File: src/rtl/encoder_7seg_if.sv
// Digit/segment bundle between the display-value logic and the 7-segment encoder.
// The master drives the digit and enable; the slave returns the registered segment drive.
interface encoder_7seg_if;
    logic [3:0] bcd;
    logic       enable;
    logic [6:0] segments;

    modport master (output bcd, output enable, input segments);
    modport slave  (input bcd, input enable, output segments);
endinterface

File: src/rtl/encoder_7seg.sv
// Hex nibble to seven-segment driver with a registered, polarity-selectable output.
// Segment bit map is {g,f,e,d,c,b,a}. Letters are drawn as A b C d E F.
module encoder_7seg #(
    parameter bit COMMON_ANODE = 1'b0
) (
    input  logic           clk,
    input  logic           rst_n,
    encoder_7seg_if.slave  bus
);

    // Segment pattern that lights nothing for this board's drive polarity.
    localparam logic [6:0] SEG_OFF = COMMON_ANODE ? 7'b1111111 : 7'b0000000;

    logic [6:0] seg_d;
    logic [6:0] seg_q;

    function automatic logic [6:0] decode_hex(input logic [3:0] v);
        logic [6:0] s;
        case (v)
            4'h0:    s = 7'b0111111;
            4'h1:    s = 7'b0000110;
            4'h2:    s = 7'b1011011;
            4'h3:    s = 7'b1001111;
            4'h4:    s = 7'b1100110;
            4'h5:    s = 7'b1101101;
            4'h6:    s = 7'b1111101;
            4'h7:    s = 7'b0000111;
            4'h8:    s = 7'b1111111;
            4'h9:    s = 7'b1101111;
            4'hA:    s = 7'b1110111;
            4'hB:    s = 7'b1111100;
            4'hC:    s = 7'b0111001;
            4'hD:    s = 7'b1011110;
            4'hE:    s = 7'b1111001;
            4'hF:    s = 7'b1110001;
            default: s = 7'b0000000;
        endcase
        return s;
    endfunction

    // Polarity is folded in here so the pins are driven straight from flops.
    always_comb begin
        seg_d = SEG_OFF;
        if (bus.enable) begin
            seg_d = decode_hex(bus.bcd) ^ SEG_OFF;
        end
    end

    always_ff @(posedge clk) begin
        if (!rst_n) begin
            seg_q <= SEG_OFF;
        end else begin
            seg_q <= seg_d;
        end
    end

    assign bus.segments = seg_q;

endmodule

File: src/flat_wrapper.sv
// flat-port wrapper written by rule: the top's interface ports become plain ports
module encoder_7seg_flat 
#(
    parameter bit COMMON_ANODE = 1'b0
)
  (clk, rst_n, bus_bcd, bus_enable, bus_segments);
  encoder_7seg_if bus_i ();
  input  logic clk;
  input  logic rst_n;
  input wire logic [$bits(bus_i.bcd)-1:0] bus_bcd;
  input wire logic [$bits(bus_i.enable)-1:0] bus_enable;
  output wire logic [$bits(bus_i.segments)-1:0] bus_segments;
  assign bus_i.bcd = bus_bcd;
  assign bus_i.enable = bus_enable;
  assign bus_segments = bus_i.segments;
  encoder_7seg #(.COMMON_ANODE(COMMON_ANODE)) u_core (.clk(clk), .rst_n(rst_n), .bus(bus_i));
endmodule
File: config.mk
export PLATFORM = sky130hd
export DESIGN_NAME = encoder_7seg_flat
export DESIGN_NICKNAME = d
export VERILOG_FILES = /design/src/rtl/encoder_7seg_if.sv /design/src/rtl/encoder_7seg.sv /design/src/flat_wrapper.sv
export SDC_FILE = /design/constraint.sdc
export NUM_CORES = 1
export LEC_CHECK = 0
export ABC_AREA = 1
export CAP_MARGIN = 20
export CELL_PAD_IN_SITES_DETAIL_PLACEMENT = 1
export CELL_PAD_IN_SITES_GLOBAL_PLACEMENT = 1
export CORE_MARGIN = 2
export CORE_UTILIZATION = 34
export CTS_CLUSTER_SIZE = 14
export DETAILED_ROUTE_END_ITERATION = 8
export PLACE_DENSITY = 0.85
export SLEW_MARGIN = 20
export SYNTH_ARGS = -nofsm -noshare
export SYNTH_HDL_FRONTEND = slang
export SYNTH_SLANG_ARGS = --single-unit
File: constraint.sdc
create_clock -name clk -period 1.35 [get_ports clk]
set_input_delay 0.2025 -clock clk [delete_from_list [all_inputs] [get_ports clk]]
set_output_delay 0.2025 -clock clk [all_outputs]
set_load 0.02 [all_outputs]
# == Word level (Yosys, flattened, before mapping) ==
# Memories as Yosys holds them, arrays and structs flattened. A register that Yosys moved wholly into a read port is not among the register bits.
# Cells that the tools add are included.
# classes
div_mod_pow,0
multipliers,0
n_eq_ne,0
n_mux,0
n_bitwise,0
n_reduce_logical,2
n_shift,0
magnitude_cmp,0
addsub,0
# op_table
operator,count
2-bit AND reduction,1
1-bit zero test,1
# word_totals
latchBits,0
ramBits,0
regBits,0
rom_bits,112
n_memories,1
word_cells,3
input_bits,7
# mem_list
memory,depth,width,rd,rd_ports_with_merged_regs,wr,line_no,text
(no name shown),16,7,1,1,0,encoder_7seg.sv:19,case (v)

# == Logic depth before layout (Yosys ltp) ==
# Gate-level depths: netlist of the first run.
# depth
depth_word,2
ltp_mapped,6

# == Least setup slack after synthesis of the first run ==
# No wires, ideal clock.
# synth_timing
kind,input to register
startpoint,input port bus_bcd[0]
endpoint,register u_core.seg_q[3] (netlist: u_core.bus.segments[3])
path_slack_ps,441
t_required_ps,1235
arrival_time_ps,795
setup_time_ps,115
path_stages,6
path_buffers,0
path_cell_list,inv_1 -> ha_1 -> nand2_1 -> nand2_1 -> o21ai_1 -> nor2_1
# synth_lines
item,line_no,text
from (decl),flat_wrapper.sv:10,input wire logic [$bits(bus_i.bcd)-1:0] bus_bcd;
to (decl),encoder_7seg.sv:15,logic [6:0] seg_q;

==> metrics.md, run 1 <==
| Metric | Value |
|---|---|
| First-pass GRT wire length | `2.20 mm` |
| CP max-delay cell | `clkdlybuf4s50_1` |
| Hold WC Path Type | `primary input to register` |
| Top Family by Delay on Critical Path | `buffers and inverters` |
| CP endpoint kind | `register` |
| DRT Pass-1 Iters | `4` |
| Root buffer cell | `clkbuf_4` |
| Final setup vio count | `0` |
| Post-CTS Hold Buffers | `0` |
| Vias/cell | `4.66` |
| Final worst-path cycle share | `92.4%` |
| Run status | `complete, no violations` |
| Initial core utilization | `36.7%` |
| Ant diodes | `0` |
| Hold WS | `~0.44 ns` |
| Achievable Freq | `approximately 800 MHz` |
| Die span in x | `~42 µm` |
| Synth Area per Inst | `between 8 and 9 µm²` |
| Port Buffers | `13` |
| Asr flop ratio synth | `0%` |
| Seq cells post-synth | `7` |
| Most frequent cells in the layout | `nand2_1 (9), buf_4 (9), ha_1 (7), dlygate4sd2_1 (7), dfxtp_1 (7)` |
| EDFF count, synth | `0` |
| Max reg flops | `7` |
| Io pins | `14` |
| CTS buffer count | `3` |
| CP peak stage delay | `0.48 ns` |
| Crit start category | `primary input` |
| # DRC | `0` |
| Die area | `approximately 1700 µm²` |
| Crit path buf inv count | `3` |
| Clock sinks | `7` |
| FF+latch area | `140 µm²` |
| Filler cell count | `about 170` |
| Layout cells sized above 1 | `between 30% and 40%` |
| CTS max path bufs | `2` |
| Main synth FF type | `dfxtp_1` |
| Max-cap violations | `0` |
| Final WL | `between 1 and 1.5 mm` |
| Pins Over Slew Limit | `0` |
| Total gr overflow | `0` |
| Via count | `452` |
| Worst Max-Slew Pin Slew | `approximately 0.35 ns` |
| Layout net count | `between 90 and 100` |
| Worst Path Max Fanout | `3` |
| PwrDens | `820 nW/µm²` |
| GRT Overall Usage | `between 10% and 20%` |
| Post-Synthesis Cell Area | `483 µm²` |
| Pwr Total | `0.572 mW` |
| Die Y | `41.7 µm` |
| Maximum VDD drop | `approximately 0.38 mV` |
| Static leakage | `0.384 nW` |
| Min cycle time layout | `between 1 and 1.5 ns` |
| Mapped Nets | `slightly above 70` |
| Drt wl/cell | `about 12 µm` |
| Area grow syn2layout | `44.3%` |
| Arr. time, crit path | `roughly 1.4 ns` |
| Worst-path clk slew | `0.05 ns` |
| Slew headroom | `76.5%` |
| Hold Fails Final Rpt | `0` |
| Pin count of the biggest net entering global routing | `8` |
| YS warnings | `0` |
| CTS tree | `built` |
| RSZ-0062 raised after global routing | `no` |
| Area taken by multi-input logic gates | `between 200 and 300 µm²` |
| Crit-path cells | `clkdlybuf4s50_1, buf_4, ha_1, inv_1, nand2_2, nand2_1, a21oi_1, nor2_1` |
| Vias in the first global route | `510` |
| DRT antenna net count | `0` |
| WS Path Type | `primary input to register` |
| Sequential area share after synthesis | `29.0%` |
| Placer Congestion | `0.809` |
| Distinct cell type count after synthesis | `16` |
| HPWL after detailed placement | `967 µm` |
| Req. time, crit path | `between 1 and 1.5 ns` |
| Iter 0 DRT Violations | `4` |
| Core area | `approximately 1300 µm²` |
| Gate Count Post-Synth | `58` |
| Antenna violations before repair | `0` |
| # rows | `13` |
| Htree depth | `1` |
-- cell families (layout without fill, tap and decap cells) --
logic type | after synthesis | count (layout) | synth area share, %
and+or+nand+nor | 23 | 23 | 26.9
adders and majority gates | 7 | 7 | 18.1
DFF | 7 | 7 | 29.0
buffers and inverters | 10 | 34 | 13.0
AOI/OAI and AO/OA | 11 | 11 | 13.0
-- per-stage QoR --
step / cell area (µm²) / setup slack, ns / cells / setup TNS [ns] / util [%]
finish: 697 / 0.103 / 97 / 0 / 52.9
global route: 697 / 0.0174 / 97 / 0 / 52.9
CTS: 694 / 0.0838 / 97 / 0 / 52.7
detailed placement: 677 / -0.174 / 93 / -0.836 / 51.4
global placement: 677 / -0.113 / 93 / -0.554 / 51.4
floorplan: 483 / 0.441 / 58 / 0 / -
-- area by class of cell --
type                       count  area share (%)
multi-input combinational     41            40.2
timing repair buffer          22            27.5
sequential                     7            20.1
inverter                       8            5.75
clock buffer                   4            3.77
tap                           15            2.69
-- layer usage --
layer	track usage (%)	wire length (µm)	vias up
li1	-	-	229
met1	17.7	490	202
met2	29.7	595	15
met3	1.74	43	6
met4	12.9	48	0
met5	0	0	-
-- timing repair --
item,4_1_cts,5_1_grt
buffers inserted,0,0
resized for setup,7,3
endpoints found under the setup margin,7,2
pin swaps,0,0
-- worst min-delay path: stages --
cell and delay [ns]:
dlymetal6s2s_1 0.15, inv_2 0.10, o21ai_1 0.07, nor2_1 0.08, nor2_1 0.05
-- cells in the mapped netlist, types with 2 or more instances --
library cell  n  area [µm²]
nand2_2       3        18.8
inv_1         6        22.5
o21ai_1       3        15.0
nand2_1       9        33.8
a21oi_2       2        17.5
nand3_2       2        20.0
dfxtp_1       7         140
o21ai_0       2        10.0
a21oi_1       4        20.0
nor2_1        5        18.8
buf_6         2        22.5
ha_1          7        87.6
nand2_4       3        33.8
-- power breakdown --
group          switching (mW)  internal [mW]  total (mW)
Sequential            0.00267          0.218       0.221
Clock                  0.0813          0.113       0.194
Combinational          0.0868         0.0696       0.156
-- worst paths after layout --
check / from / endpoint / cells past startpoint
min: bus_bcd[1] / u_core.bus.segments[6]$_SDFF_PN0_ / 5
max: bus_bcd[0] / u_core.bus.segments[3]$_SDFF_PN0_ / 8
Power figures use the tool's default switching activity.
==> run 2: changes to the inputs <==
Settings changed: CAP_MARGIN 20 to 25, SETUP_SLACK_MARGIN set to 0.5.
==> run 2 against run 1 <==
Net effect: non-clock buffer count stayed put; wire length increased by 13%; critical path depth fell by 7; highest routed layer unchanged.
==> metrics.md, run 2 (synthesis results as in run 1) <==
| Metric | Value |
|---|---|
| Min cycle time layout | `0.900 ns (was 1.25 ns)` |
| Max-cap violations | `0 (unchanged)` |
| Crit-path cells | `buf_6 (was clkdlybuf4s50_1, buf_4, ha_1, inv_1, nand2_2, nand2_1, a21oi_1, nor2_1)` |
| Die Y | `41.7 µm (unchanged)` |
| Antenna violations before repair | `0 (unchanged)` |
| RSZ-0062 raised after global routing | `yes (was no)` |
| Vias/cell | `4.92 (was 4.66)` |
| Final setup vio count | `0 (unchanged)` |
| Maximum VDD drop | `0.283 mV (was 0.380 mV)` |
| DRT Pass-1 Iters | `4 (unchanged)` |
| Post-CTS Hold Buffers | `0 (unchanged)` |
| Area taken by multi-input logic gates | `319 µm² (was 280 µm²)` |
| Htree depth | `1 (unchanged)` |
| Worst Max-Slew Pin Slew | `0.242 ns (was 0.351 ns)` |
| Top Family by Delay on Critical Path | `flip-flops (was buffers and inverters)` |
| # DRC | `0 (unchanged)` |
| FF+latch area | `149 µm² (was 140 µm²)` |
| CP peak stage delay | `0.32 ns (was 0.48 ns)` |
| Worst Path Max Fanout | `1 (was 3)` |
| # rows | `13 (unchanged)` |
| Root buffer cell | `clkbuf_4 (unchanged)` |
| Static leakage | `0.380 nW (was 0.384 nW)` |
| Most frequent cells in the layout | `buf_4 (9), nand2_1 (8), buf_6 (7), dfxtp_2 (7), nor2_1 (5) (was nand2_1 (9), buf_4 (9), ha_1 (7), dlygate4sd2_1 (7), dfxtp_1 (7))` |
| WS Path Type | `register to output port (was primary input to register)` |
| Drt wl/cell | `13.7 µm (was 12.1 µm)` |
| Final instance area | `754 µm² (was 697 µm²)` |
| Achievable Freq | `1110 MHz (was 802 MHz)` |
| Hold Fails Final Rpt | `0 (unchanged)` |
| Placer Congestion | `0.811 (was 0.809)` |
| Io pins | `14 (unchanged)` |
| Arr. time, crit path | `0.70 ns (was 1.39 ns)` |
| Iter 0 DRT Violations | `2 (was 4)` |
| Area grow syn2layout | `56.2% (was 44.3%)` |
| Finished Core Util | `57.3% (was 52.9%)` |
| Ant diodes | `0 (unchanged)` |
| Crit path buf inv count | `1 (was 3)` |
| CTS buffer count | `3 (unchanged)` |
| CTS max path bufs | `2 (unchanged)` |
| Pins Over Slew Limit | `0 (unchanged)` |
| Layout cells sized above 1 | `61.0% (was 30.5%)` |
| Crit start category | `register (was primary input)` |
| Port Buffers | `13 (unchanged)` |
| Filler cell count | `166 (was 169)` |
| Run status | `complete, no violations (unchanged)` |
| Slew headroom | `83.9% (was 76.5%)` |
| Vias in the first global route | `525 (was 510)` |
| First-pass GRT wire length | `2.39 mm (was 2.20 mm)` |
| Max reg flops | `7 (unchanged)` |
| Total gr overflow | `0 (unchanged)` |
| Placed Area | `684 µm² (was 677 µm²)` |
| Pin count of the biggest net entering global routing | `7 (was 8)` |
| CP endpoint kind | `output port (was register)` |
| Via count | `477 (was 452)` |
| Final WL | `1.33 mm (was 1.18 mm)` |
| Clock sinks | `7 (unchanged)` |
| Req. time, crit path | `1.15 ns (was 1.49 ns)` |
| Core area | `1320 µm² (unchanged)` |
| GRT Overall Usage | `18.5% (was 16.7%)` |
| Die span in x | `41.7 µm (unchanged)` |
| Initial core utilization | `36.7% (unchanged)` |
| Layout net count | `97 (unchanged)` |
| Die area | `1740 µm² (unchanged)` |
| DRT antenna net count | `0 (unchanged)` |
| HPWL after detailed placement | `941 µm (was 967 µm)` |
| Pwr Total | `0.605 mW (was 0.572 mW)` |
| CTS tree | `built (unchanged)` |
| Worst-path clk slew | `0.05 ns (about the same)` |
| Commonest non-fill, non-tap cell in the layout | `buf_4` |
| CP max-delay cell | `dfxtp_2 (was clkdlybuf4s50_1)` |
| PwrDens | `801 nW/µm² (was 820 nW/µm²)` |
| Hold WC Path Type | `primary input to register (unchanged)` |
| Final worst-path cycle share | `66.6% (was 92.4%)` |
-- run 2: cell type report --
class | count | area share (%)
clock buffers | 4 | 3.48
flip-flops and latches | 7 | 19.7
repair buffers | 22 | 26.4
well taps | 15 | 2.49
multi-input cells | 41 | 42.3
inverters | 8 | 5.64
-- run 2: through the flow --
step | cells | setup WS, ns | hold WS, ns | setup TNS (ns)
4_1_cts | 97 | 0.455 | 0.433 | 0
3_5_place_dp | 92 | -0.125 | 0.907 | -0.716
3_3_place_gp | 92 | -0.0933 | 0.893 | -0.493
5_1_grt | 97 | 0.436 | 0.379 | 0
2_1_floorplan | 58 | 0.513 | 0.417 | 0
6_report | 97 | 0.450 | 0.345 | 0
-- run 2: repair_timing --
action,CTS,global route
buffers inserted,1,0
setup endpoints to repair,14,12
pin swaps,1,1
resized for setup,65,4
-- run 2: where the power goes --
group	leakage, nW	switching, mW	internal [mW]
logic	0.305	0.0954	0.0798
clock network	0.0150	0.0899	0.114
registers	0.0603	0.00515	0.221
-- run 2: final timing paths --
path / startpoint / to / slack, ns / depth (start not counted)
setup / recovery: u_core.bus.segments[3]$_SDFF_PN0_ / bus_segments[3] / 0.45 / 1
hold / removal: rst_n / u_core.bus.segments[6]$_SDFF_PN0_ / 0.35 / 5
-- run 2: metal layers --
layer	global-route usage, %	vias to the layer above	share of wire [%]
met5	0	-	0
met4	13.5	0	4.4
met3	3.04	7	2.7
met2	33.8	15	53
met1	18.4	228	40
li1	-	227	-
